File: src/rtl/riscv_imem_loader.sv
// riscv_imem_loader
//   Boot-time sequencer for the single-cycle riscv core. It holds the core in
//   reset and streams instruction words from a valid/ready source into the
//   instruction memory write port. After the final word it waits HOLD_CYC
//   cycles and then releases the core.
//
//   Optional feature: define RISCV_IMEM_CHECKSUM_EN to treat the src_last word
//   as a 32-bit checksum of all written words. That word is then not written.
//   A matching sum proceeds to the hold phase; a mismatch aborts with error.
//
// Ports
//   clk         system clock, all logic on posedge
//   rst         asynchronous active-high reset
//   start       pulse, begins a new load (ignored while loading/holding)
//   src_valid   source word valid
//   src_data    32-bit instruction word
//   src_last    final word of the image, qualified by src_valid
//   src_ready   loader accepts src_data this cycle
//   imem_we     instruction memory write enable
//   imem_waddr  instruction memory word address
//   imem_wdata  instruction memory write data
//   core_rst_n  active-low reset to the riscv core
//   done        image loaded, core running
//   error       load aborted (overflow or checksum mismatch), sticky
module riscv_imem_loader #(
  parameter int ADDR_W   = 8,
  parameter int HOLD_CYC = 4
) (
  input  logic              clk,
  input  logic              rst,
  input  logic              start,
  input  logic              src_valid,
  input  logic [31:0]       src_data,
  input  logic              src_last,
  output logic              src_ready,
  output logic              imem_we,
  output logic [ADDR_W-1:0] imem_waddr,
  output logic [31:0]       imem_wdata,
  output logic              core_rst_n,
  output logic              done,
  output logic              error
);

  // Highest legal word address; the counter carries one extra bit so that
  // reaching DEPTH is visible instead of silently wrapping to 0.
  localparam logic [ADDR_W:0] LAST_ADDR = {1'b0, {ADDR_W{1'b1}}};
  localparam logic [7:0]      HOLD_LAST = 8'(HOLD_CYC - 1);

  typedef enum logic [2:0] {
    S_IDLE,
    S_LOAD,
    S_HOLD,
    S_RUN,
    S_ERR
  } state_t;

  state_t          state;
  state_t          state_n;
  logic [ADDR_W:0] wcnt;
  logic [7:0]      hold_cnt;
  logic            acc_p0;
  logic            wr_p0;
  logic            load_go;

  assign acc_p0  = (state == S_LOAD) && src_valid;
  assign load_go = (state_n == S_LOAD) && (state != S_LOAD);

`ifdef RISCV_IMEM_CHECKSUM_EN
  logic [31:0] sum;
  logic        ck_ok;

  // The checksum word itself is never written to memory.
  assign wr_p0 = acc_p0 && !src_last;
  assign ck_ok = (sum == src_data);
`else
  assign wr_p0 = acc_p0;
`endif

  always_ff @(posedge clk or posedge rst) begin
    if (rst) begin
      state <= S_IDLE;
    end else begin
      state <= state_n;
    end
  end

  always_comb begin
    state_n    = state;
    src_ready  = 1'b0;
    core_rst_n = 1'b0;
    done       = 1'b0;
    error      = 1'b0;
    case (state)
      S_IDLE: begin
        if (start) state_n = S_LOAD;
      end
      S_LOAD: begin
        src_ready = 1'b1;
        if (acc_p0) begin
          if (src_last) begin
`ifdef RISCV_IMEM_CHECKSUM_EN
            state_n = ck_ok ? S_HOLD : S_ERR;
`else
            state_n = S_HOLD;
`endif
          end else if (wcnt == LAST_ADDR) begin
            // Memory full and the image has not ended: abort.
            state_n = S_ERR;
          end
        end
      end
      S_HOLD: begin
        if (hold_cnt == HOLD_LAST) state_n = S_RUN;
      end
      S_RUN: begin
        core_rst_n = 1'b1;
        done       = 1'b1;
        if (start) state_n = S_LOAD;
      end
      S_ERR: begin
        error = 1'b1;
        if (start) state_n = S_LOAD;
      end
      default: state_n = S_IDLE;
    endcase
  end

  // Stage 0 -> 1: accepted word becomes a registered memory write.
  always_ff @(posedge clk or posedge rst) begin
    if (rst) begin
      imem_we    <= 1'b0;
      imem_waddr <= '0;
      imem_wdata <= '0;
    end else begin
      imem_we <= wr_p0;
      if (wr_p0) begin
        imem_waddr <= wcnt[ADDR_W-1:0];
        imem_wdata <= src_data;
      end
    end
  end

  always_ff @(posedge clk or posedge rst) begin
    if (rst) begin
      wcnt <= '0;
    end else if (load_go) begin
      wcnt <= '0;
    end else if (wr_p0) begin
      wcnt <= wcnt + 1'b1;
    end
  end

  // The first HOLD cycle is the one carrying the final write pulse.
  always_ff @(posedge clk or posedge rst) begin
    if (rst) begin
      hold_cnt <= '0;
    end else if (state == S_HOLD) begin
      hold_cnt <= hold_cnt + 8'd1;
    end else begin
      hold_cnt <= '0;
    end
  end

`ifdef RISCV_IMEM_CHECKSUM_EN
  always_ff @(posedge clk or posedge rst) begin
    if (rst) begin
      sum <= '0;
    end else if (load_go) begin
      sum <= '0;
    end else if (wr_p0) begin
      sum <= sum + src_data;
    end
  end
`endif

endmodule

File: config.mk
export PLATFORM = sky130hd
export DESIGN_NAME = riscv_imem_loader
export DESIGN_NICKNAME = d
export VERILOG_FILES = /design/src/rtl/riscv_imem_loader.sv
export SDC_FILE = /design/constraint.sdc
export NUM_CORES = 1
export LEC_CHECK = 0
export CAP_MARGIN = 20
export CORE_MARGIN = 5
export CORE_UTILIZATION = 35
export CTS_BUF_LIST = sky130_fd_sc_hd__clkbuf_2
export DETAILED_ROUTE_END_ITERATION = 12
export PLACE_DENSITY_LB_ADDON = 0.05
export SLEW_MARGIN = 20
export SYNTH_ARGS = -nofsm -noshare
export SYNTH_HDL_FRONTEND = slang
export SYNTH_SLANG_ARGS = --single-unit
export TNS_END_PERCENT = 30
File: constraint.sdc
create_clock -name clk -period 3.3 [get_ports clk]
set_clock_uncertainty 0.2 [all_clocks]
set_input_delay 0.66 -clock clk [delete_from_list [all_inputs] [get_ports clk]]
set_output_delay 0.66 -clock clk [all_outputs]
set_load 0.01 [all_outputs]
==> flow_summary_export.csv <==
group,metric,value,unit
die,fp.dieW,96.46,um
finish,final_net_count,315,
die,coreArea,7253,um^2
pwr,p_leak,1.547,nW
synthesis,yosys.area.top_type,"dfrtp_1",
placed_design,dp.final_hpwl,3718,um
die,initial_core_util,36.07,%
synthesis,yosys_warnings,0,
grt,grt_pass1_vias,1898,
critical_path,crit_fanout,10,
synthesis,ys_types,35,
sta,finalCritPeriodShare,86.93,%
status,status,"finished, final reports clean",
drt,wl,5328,um
clock_tree,cts.sinks,61,
sta,finalSetupViolCount,0,
grt,grt_max_degree,48,
sta,fin_crit,2.869,ns
synthesis,synthCells,192,
sta,timing.fmax,0.3486,GHz
sta,rsz0062_at_grt,"no",
job,maxCapViolCount,0,
worst_hold_path,holdPathStages,1,
sta,whs,0.3236,ns
drt,postRouteAntennaNets,0,
pwr,ir_drop,344.7,uV
synthesis,synth_area_leaders,"dfrtp_1 58%, mux2_2 17%, xor2_1 3.7%, nor2_1 3.0%, ha_1 1.4%",
critical_path,startpoint_type,"flop",
synthesis,synth_area,2616,um^2
clock_tree,clockBufferDepth,2,
critical_path,crit_type,"reg2out",
critical_path,endpoint_kind,"output pin",
finish,drive_gt1_share,24.64,%
grt,grt_pass1_wl,8997,um
clock_tree,insertion_delay,0.47,ns
finish,area_growth,38.26,%
clock_tree,cts-buffers-inserted,9,
worst_hold_path,min_path_type,"reg2reg",
sta,max_slew.worst_pin.slew,0.6322,ns
synthesis,ys_seq_area_share,58.35,%
sta,setup_tns,0,ns
die,io_pins,82,
clock_tree,cts_setup_buffers,0,
die,dieArea,9305,um^2
drt,wire_per_inst,14.06,um
clock_tree,holdBufCountCts,0,
critical_path,critPathRequiredTime,2.44,ns
pwr,p_per_area,766.4,nW/um^2
finish,layout.cells.non_filler,379,
critical_path,r2r_cells,8,
synthesis,yosysTopAreaCellShare,58.35,%
clock_tree,cts_tree,"built",
pwr,power,0.002772,W
finish,layout_common_cells,"81 x clkdlybuf4s50_1, 61 x dfrtp_1, 40 x mux2_2, 21 x nor2_1",
drt,initialDrtViolationCount,101,
placed_design,place.gp.congestion,0.7147,
drt,drc,0,
sta,slew_violations,0,
drt,drtPass1Iterations,4,
drt,vias,1757,
synthesis,syn_nets,232,
clock_tree,root_buffer,"clkbuf_2",
synthesis,ys_ff_latch,61,
finish,diodes,0,
critical_path,cp.arrival,2.01,ns
clock_tree,h-tree-depth,3,
placed_design,port_buffers,81,
finish,layout_commonest_cell,"clkdlybuf4s50_1",
die,rows,31,
clock_tree,clkSlewWorstSetupHoldPaths,0.18,ns
grt,grt.total_usage,12.83,%
finish,postLayoutCoreUtil,49.87,%
grt,overflow,0,
clock_tree,post_cts_resized,0,
sta,relSlewSlack,57.79,%
sta,hold_violations,0,
synthesis,syn_avg_cell_area,13.63,um^2
grt,antenna_found_initial,0,
drt,avgViaCountPerCell,4.636,
die,die_h,96.46,um
placed_design,dp_cells,363,
state kept, by name, summed over array words and instances (netlist names):
name,cells
hold_cnt,8
imem_waddr,8
imem_wdata,32
imem_we,1
state,3
wcnt,9
Yosys cell counts:
| cell | n |
|---|---|
| nand2_1 | 2 |
| or2b_2 | 1 |
| and4bb_2 | 1 |
| nand3_1 | 7 |
| dfrtp_1 | 61 |
| a211oi_2 | 2 |
| nor3b_1 | 1 |
| nor4_4 | 1 |
| mux2_2 | 40 |
| o22a_1 | 1 |
| o211ai_1 | 1 |
| nand4b_1 | 2 |
| and3b_2 | 1 |
| xnor2_1 | 2 |
| nor4_2 | 1 |
| and4_1 | 1 |
| a21bo_2 | 1 |
| ha_1 | 3 |
| nand4_1 | 2 |
| nor4b_4 | 1 |
| inv_1 | 3 |
| buf_2 | 4 |
| a21oi_1 | 3 |
| clkbuf_1 | 1 |
| nand2b_1 | 1 |
| and3_1 | 5 |
| buf_4 | 3 |
| buf_6 | 3 |
| nor2b_1 | 1 |
| xor2_1 | 11 |
| nor3_1 | 1 |
| or2_2 | 1 |
| mux2i_1 | 1 |
| or3b_2 | 1 |
| nor2_1 | 21 |
path summary, 6_finish.rpt:
check	slack, ns	end	startpoint
setup / recovery	0.43	error	state[2]
hold / removal	0.32	hold_cnt[0]	hold_cnt[0]
setup reg to reg	0.71	wcnt[6]	wcnt[0]
hold reg to reg	0.32	hold_cnt[0]	hold_cnt[0]
max in group asynchronous	1.92	imem_wdata[18]	rst
min in group asynchronous	0.37	imem_wdata[24]	rst
power by group:
part	switching [W]	total, W	internal, W
combinational	0.000452	0.00118	0.000725
sequential	0.000155	0.00115	0.000996
clock	0.000267	0.000444	0.000177
total	0.000875	0.00277	0.00190
cell families (layout without fill, tap and decap cells):
family	after synthesis	after routing	synth area share, %
AOI/OAI and AO/OA	8	8	2.535
xor gates and xnor gates	13	13	4.352
adders and majority gates	3	3	1.435
buffers and inverters	14	102	3.491
DFF	61	61	58.35
muxes	41	41	17.60
and+or+nand+nor	52	52	12.24
worst max-delay path, cell delays in order, from the launching register on:
cell             delay, ns
dfrtp_1               0.56
or2b_2                0.35
nor2_1                0.09
clkdlybuf4s50_1       0.54
layer usage:
| metal | track usage, % | share of wire (%) | vias to the layer above |
|---|---|---|---|
| met5 | 0 | 0 | - |
| met4 | 7.009 | 2.0 | 0 |
| met3 | 4.570 | 6.9 | 9 |
| met2 | 19.66 | 47 | 45 |
| met1 | 15.75 | 44 | 870 |
| li1 | - | - | 833 |
layout make-up:
type | instances | area, um^2
fill | 696 | 3636
sequential | 61 | 1526
multi-input combinational | 117 | 998.5
timing repair buffer | 83 | 850.8
tap | 99 | 123.9
clock buffer | 11 | 55.05
clock inverter | 5 | 51.30
inverter | 3 | 11.26
per-stage QoR:
step / setup slack (ns) / instance area (um^2)
2_1_floorplan: 0.9270 / 2616
3_3_place_gp: 0.7102 / 3511
3_5_place_dp: 0.7103 / 3511
4_1_cts: 0.3521 / 3617
5_1_grt: 0.2480 / 3617
6_report: 0.4314 / 3617
No activity file was read; power rests on OpenSTA's default activity.
